**src/rtl/vram_dma_arbiter.sv**
```systemverilog
`default_nettype none
// ============================================================================
// Module   : vram_dma_arbiter
// Purpose  : Shares the VRAM CPU port between the MemoryUnit and a fill/copy
//            DMA engine that only uses cycles the MemoryUnit leaves idle.
// Revision : 1.0 - initial release
// ============================================================================
module vram_dma_arbiter #(
    parameter int ADDR_W = 14,
    parameter int DATA_W = 32,
    parameter int WORDS  = 1056
) (
    input  logic              clk,
    input  logic              nreset,
    input  logic              mu_req,
    input  logic [ADDR_W-1:0] mu_addr,
    input  logic [DATA_W-1:0] mu_d,
    input  logic              mu_we,
    output logic [DATA_W-1:0] mu_q,
    output logic [ADDR_W-1:0] vram_addr,
    output logic [DATA_W-1:0] vram_d,
    output logic              vram_we,
    input  logic [DATA_W-1:0] vram_q,
    input  logic              dma_start,
    input  logic              dma_mode,
    input  logic [ADDR_W-1:0] dma_src,
    input  logic [ADDR_W-1:0] dma_dst,
    input  logic [ADDR_W-1:0] dma_len,
    input  logic [DATA_W-1:0] dma_pattern,
    input  logic              dma_abort,
    output logic              dma_busy,
    output logic              dma_done,
    output logic              dma_err
);

    localparam logic [2:0] c_st_idle = 3'd0;
    localparam logic [2:0] c_st_chk  = 3'd1;
    localparam logic [2:0] c_st_rd   = 3'd2;
    localparam logic [2:0] c_st_cap  = 3'd3;
    localparam logic [2:0] c_st_wr   = 3'd4;
    localparam logic [2:0] c_st_done = 3'd5;

    localparam logic [ADDR_W:0] c_words = (ADDR_W+1)'(WORDS);
    localparam logic [ADDR_W:0] c_one   = (ADDR_W+1)'(1);

    logic [2:0]        r_state;
    logic [2:0]        w_state_nxt;
    logic [ADDR_W-1:0] r_src;
    logic [ADDR_W-1:0] r_dst;
    logic [ADDR_W-1:0] r_len;
    logic [ADDR_W-1:0] r_idx;
    logic [ADDR_W-1:0] r_last_addr;
    logic [DATA_W-1:0] r_pattern;
    logic [DATA_W-1:0] r_buf;
    logic [DATA_W-1:0] r_last_d;
    logic              r_mode;
    logic              r_err;

    logic              w_drive;
    logic              w_grant;
    logic              w_reject;
    logic              w_wr_fire;
    logic [ADDR_W:0]   w_idx_inc;
    logic [ADDR_W:0]   w_dst_end;
    logic [ADDR_W:0]   w_src_end;
    logic [ADDR_W-1:0] w_dma_addr;
    logic [DATA_W-1:0] w_dma_d;

    assign w_dst_end  = {1'b0, r_dst} + {1'b0, r_len};
    assign w_src_end  = {1'b0, r_src} + {1'b0, r_len};
    assign w_reject   = (w_dst_end > c_words) || (r_mode && (w_src_end > c_words));
    assign w_drive    = (r_state == c_st_rd) || (r_state == c_st_wr);
    assign w_grant    = w_drive && !mu_req;
    // Abort and a pending reset both suppress the write of the current cycle.
    assign w_wr_fire  = (r_state == c_st_wr) && w_grant && !dma_abort && nreset;
    assign w_idx_inc  = {1'b0, r_idx} + c_one;
    assign w_dma_addr = (r_state == c_st_rd) ? (r_src + r_idx) : (r_dst + r_idx);
    assign w_dma_d    = r_mode ? r_buf : r_pattern;

    assign mu_q     = vram_q;
    assign dma_busy = (r_state == c_st_chk) || (r_state == c_st_rd) ||
                      (r_state == c_st_cap) || (r_state == c_st_wr);
    assign dma_done = (r_state == c_st_done);
    assign dma_err  = (r_state == c_st_done) && r_err;

    always_comb begin
        vram_addr = r_last_addr;
        vram_d    = r_last_d;
        vram_we   = 1'b0;
        if (mu_req) begin
            vram_addr = mu_addr;
            vram_d    = mu_d;
            vram_we   = mu_we;
        end else if (w_drive) begin
            vram_addr = w_dma_addr;
            vram_d    = w_dma_d;
            vram_we   = w_wr_fire;
        end
    end

    always_comb begin
        w_state_nxt = r_state;
        case (r_state)
            c_st_idle: if (dma_start) w_state_nxt = c_st_chk;
            c_st_chk: begin
                if (w_reject || (r_len == '0)) w_state_nxt = c_st_done;
                else if (r_mode)               w_state_nxt = c_st_rd;
                else                           w_state_nxt = c_st_wr;
            end
            c_st_rd:   if (w_grant) w_state_nxt = c_st_cap;
            // Read data is already on vram_q here, whoever owns the port now.
            c_st_cap:  w_state_nxt = c_st_wr;
            c_st_wr: begin
                if (w_grant) begin
                    if (w_idx_inc == {1'b0, r_len}) w_state_nxt = c_st_done;
                    else if (r_mode)                w_state_nxt = c_st_rd;
                    else                            w_state_nxt = c_st_wr;
                end
            end
            c_st_done: w_state_nxt = c_st_idle;
            default:   w_state_nxt = c_st_idle;
        endcase
        if (dma_busy && dma_abort) w_state_nxt = c_st_idle;
    end

    always_ff @(posedge clk) begin
        if (!nreset) begin
            r_state     <= c_st_idle;
            r_src       <= '0;
            r_dst       <= '0;
            r_len       <= '0;
            r_idx       <= '0;
            r_pattern   <= '0;
            r_mode      <= 1'b0;
            r_err       <= 1'b0;
            r_buf       <= '0;
            r_last_addr <= '0;
            r_last_d    <= '0;
        end else begin
            r_state <= w_state_nxt;
            if ((r_state == c_st_idle) && dma_start) begin
                r_src     <= dma_src;
                r_dst     <= dma_dst;
                r_len     <= dma_len;
                r_pattern <= dma_pattern;
                r_mode    <= dma_mode;
                r_idx     <= '0;
            end
            if (r_state == c_st_chk) r_err <= w_reject;
            if (r_state == c_st_cap) r_buf <= vram_q;
            if (w_wr_fire)           r_idx <= r_idx + 1'b1;
            if (w_grant) begin
                r_last_addr <= w_dma_addr;
                r_last_d    <= w_dma_d;
            end
        end
    end

endmodule
`default_nettype wire

```
**config.mk**
```make
export PLATFORM = sky130hd
export DESIGN_NAME = vram_dma_arbiter
export DESIGN_NICKNAME = d
export VERILOG_FILES = /design/src/rtl/vram_dma_arbiter.sv
export SDC_FILE = /design/constraint.sdc
export NUM_CORES = 1
export LEC_CHECK = 0
export CORE_ASPECT_RATIO = 1.75
export CORE_MARGIN = 2
export CORE_UTILIZATION = 58
export CTS_CLUSTER_DIAMETER = 80
export DETAILED_ROUTE_END_ITERATION = 10
export DONT_BUFFER_PORTS = 1
export GPL_TIMING_DRIVEN = 0
export HOLD_SLACK_MARGIN = 0.08
export MAX_ROUTING_LAYER = met4
export PLACE_DENSITY = 0.76
export SYNTH_ARGS = -nofsm -noshare
export SYNTH_HDL_FRONTEND = slang
export SYNTH_SLANG_ARGS = --single-unit
export TNS_END_PERCENT = 1
```
**constraint.sdc**
```tcl
create_clock -name clk -period 3.4 [get_ports clk]
set_input_delay 0.17 -clock clk [delete_from_list [all_inputs] [get_ports clk]]
set_output_delay 0.17 -clock clk [all_outputs]
set_load 0.02 [all_outputs]
```
==> results.txt <==
- Worst Hold Class: in2reg
- HPWL reported at the end of detailed placement: ~26 mm
* Footprint of the flip-flops and latches: 3430 um^2
- The worst register-to-register path begins at r_len[0].
* Instance count on the critical path: 14
* Count of endpoints failing setup in the final report: 9
- The share of synthesized area in the top cell type comes to 0.333.
- Pin count of the biggest net entering global routing: 17
- For this design the top-level I/O count stands at roughly 240.
- Classification of the worst setup path: reg2out
- Area growth, synth to finish: 21.3%
- The first global-routing pass estimated 52.9 mm of wire.
- The floorplan step defined a die boundary enclosing between 15000 and 20000 um^2.
- Remaining global-route overflow: 0
- Timing-limited maximum frequency: 0.260 GHz
* Clock transition at path regs: 0.06 ns
* Final worst hold slack: between 0.15 and 0.2 ns
- Status: finished, violations left
* Depth of the CTS H-tree: 4
* Pwr per Cell Area: 554 nW/um^2
- Synthesis produced a netlist whose cell count is 1353.
* Peak VDD IR: 0.000478 V
- For the worst-skew pair, the clock arrives at the later sink with an insertion delay of approximately 0.45 ns.
- Starting Density: 0.591
- Startpoint Class: flop
- Number of enable-type register cells in the synthesized netlist: 0
* Avg Synthesized Cell Area: approximately 7.6 um^2
- Final worst-path cycle share: 1.13
* R2r endpoint: r_state[1]
* Total wire length after detailed routing: approximately 35 mm
* Flip-flop and latch count after synthesis: 171
* Synthesized net count: 1557
- Routability-driven placement finished with a final weighted congestion of 0.952.
- After synthesis, the share of flip-flops with an asynchronous set or reset is 0.
* DIE WIDTH: between 100 and 150 um
- Minimum setup slack among reg-to-reg paths: -0.13 ns
- Count of input and output buffers: 0
- The first detailed-routing pass took 5 iterations.
* Initial detailed-routing violation count: 610
- Number of pins exceeding their max-slew limit in the final report: 0
- Failing checks: negative setup slack
* Kind of end point of the critical path: primary output
- Critical-path cell list: nand2b_4 > nor2_4 > mux2_4 > ha_4 > fa_2 > a21o_1 > a21oi_2 > o21bai_2 > a2111oi_4 > o41ai_2 > a31oi_1 > xnor2_1 > nand2_1 > nand2_4
* CP Capture Point: vram_addr[12]
- The count of cells in the finished layout, fillers not included, comes to 1728.
- At the pin with the least slew margin, the transition time is 0.899 ns.
* Length in cells of the worst reg-to-reg path: 10
- CTS tree: yes
* Number of fill cells in the layout: 1413
* Worst setup margin: -0.447 ns
* Most instantiated flip-flop cell in the synthesis netlist: sky130_fd_sc_hd__dfxtp_1
- Met3 wire length: 2.13 mm
- Count of buffering cells on the critical path with inverters included: 0
* Cells after DPL: around 1600
- In this run the cell area of the synthesized design comes to between 10000 and 15000 um^2.
- For this run, design rule violations remaining after detail routing come to 0.
- Leading cell types in the layout, fill and taps excluded: 365 x sky130_fd_sc_hd__nand2_1, 169 x sky130_fd_sc_hd__dfxtp_1, 114 x sky130_fd_sc_hd__a21oi_1, 108 x sky130_fd_sc_hd__dlygate4sd3_1, 80 x sky130_fd_sc_hd__a21boi_0
* Proportion of layout cells with a drive suffix above 1: 0.0742
* Util after Layout: 0.717
- In this run the tightest slew margin relative to its limit is 0.401.
- Wire segments on met2 add up to 18.4 mm in the final route.
* Syn. warnings: 0
- Num Clock Sinks: 171
- Grouping stages by cell kind, the critical path spends the most delay in compound AO/OA/AOI/OAI gates.
- For the worst setup path, the data required time is 3.23 ns.
- In this run the worst path has a maximum fanout of 4.
- Largest cells by area after synthesis: sky130_fd_sc_hd__dfxtp_1 33%, sky130_fd_sc_hd__nand2_1 13%, sky130_fd_sc_hd__a21boi_0 5.9%
- The critical path starts at r_state[0].
- In the final routing, the length of wire on met1 measures between 10 and 15 mm.
- Slowest stage cell, crit path: sky130_fd_sc_hd__mux2_4
- The routed layout has around 11000 vias.
* Total clock buffers created by CTS: 17
* Leakage power of the design: between 4 and 5 nW
- Setup clock skew after layout: 0.00869 ns
* Drt wl/cell: 20.2 um
- The library cell used most frequently in the layout, excluding fill and tap cells, is sky130_fd_sc_hd__nand2_1.
* Initial antenna violation count: 1
* Clock Tree Root: sky130_fd_sc_hd__clkbuf_16
* Largest buffer count on any clock path: 2
- Top metal layer carrying routed signals: met4
- Setup repair after global routing could not meet its margin everywhere.
- The biggest area contributor in the post-synthesis netlist is sky130_fd_sc_hd__dfxtp_1.
- Subtracting the final worst setup slack from the clock period gives around 3.8 ns.
* Number of global-route vias before repair: 10300
- Hold path cells: 4
- Data arrives at the worst endpoint at 3.68 ns.
* Area of combinational cells with multiple inputs: 6390 um^2
* Hold Fails Final Rpt: 0
- In this design, the stage delay of the slowest critical-path cell is 0.35 ns.
- Sequential element share of the synthesized area: 0.333
* Overall fraction of global-route tracks in use: 0.372
- Max-cap violations in this run came to 0.
- The count of nets left with antenna violations once routing finished came out at 0.
* Number of library cell types mapped by synthesis: 70
* Area of the core: around 17000 um^2
- For this run, the post-layout net count is ~1700.
- Placement Rows: 64
- Die H: 180 um
- Via-to-Cell Ratio: 6.08
## layout make-up
cell class,instances,area share
clock buffer,22,0.0381
multi-input combinational,1051,0.513
tap,231,0.0232
timing repair buffer,113,0.0911
antenna,1,0.000201
buffer,115,0.0453
inverter,15,0.00452
sequential,171,0.275
clock inverter,9,0.00924
## per-layer routing
| layer | up-vias | GRT usage |
|---|---|---|
| li1 | 4934 | - |
| met1 | 4898 | 0.341 |
| met2 | 502 | 0.685 |
| met3 | 176 | 0.0571 |
| met4 | 0 | 0.273 |
| met5 | - | - |
## where the power goes
part | switching [mW] | internal [mW] | leakage (nW)
Combinational | 1.55 | 0.866 | 3.28
Clock | 0.836 | 1.14 | 0.282
Sequential | 0.259 | 2.24 | 1.39
## tightest hold or removal path, delay by kind of cell
kind	cells	cell delay, ns
simple gates	1	0.09
compound gates	3	0.30
## logic make-up after synthesis
| family | synth area share |
|---|---|
| AND/OR/NAND/NOR | 0.213 |
| AO/OA/AOI/OAI | 0.242 |
| flip-flops | 0.333 |
| buffers and inverters | 0.0598 |
| multiplexers | 0.0573 |
| adder cells (fa/ha/maj) | 0.0570 |
| XOR/XNOR | 0.0375 |
## worst min-delay path by stage
stage	from	end	slack, ns
2_1_floorplan	dma_dst[0]	r_dst[0]	0.31
3_3_place_gp	dma_dst[5]	r_dst[5]	0.31
3_5_place_dp	dma_dst[4]	r_dst[4]	0.31
4_1_cts	dma_start	r_state[0]	0.15
5_1_grt	dma_start	r_state[0]	0.21
6_report	dma_start	r_state[0]	0.17
## registers in the layout, indices dropped and copies added, names as in the netlist, 3 cells and up
name and count:
r_buf 32, r_last_d 32, r_pattern 32, r_dst 14, r_idx 14, r_last_addr 14, r_len 14, r_src 14
r_state 3
## timing repair
item                                    CTS  global route
pin swaps                                12             3
hold endpoints to repair                110             0
hold buffers                            108             0
resized for setup                        32             5
buffers inserted                          5             0
endpoints found under the setup margin   22            15
## cells in the mapped netlist, drive strengths merged (4+ instances only)
cell type and instances:
nand2 368, dfxtp 171, a21oi 115, a21boi 82
clkbuf 77, nor2 73, o21ai 69, mux2i 43
ha 42, buf 39, o211a 25, xnor2 24
xor2 20, nand3 19, nor3 19, a211oi 15
inv 14, mux2 14, a21o 10, and3 10
o211ai 7, nand4 6, o31ai 6, a31oi 5
nand2b 5, nor2b 5, nor4 5, a22oi 4
o21a 4, o21bai 4
## through the flow
| stage | TNS, ns | worst slack (ns) | power, mW | instance area [um^2] |
|---|---|---|---|---|
| floorplan | 0 | 0.0467 | 4.09 | 10300 |
| global placement | -4.26 | -0.506 | 4.69 | 10600 |
| detailed placement | -4.55 | -0.536 | 4.73 | 10600 |
| CTS | -2.16 | -0.413 | 6.82 | 12400 |
| global route | -4.06 | -0.579 | 7.19 | 12500 |
| finish | -2.63 | -0.447 | 6.89 | 12500 |
(Power assumes the default switching activity.)
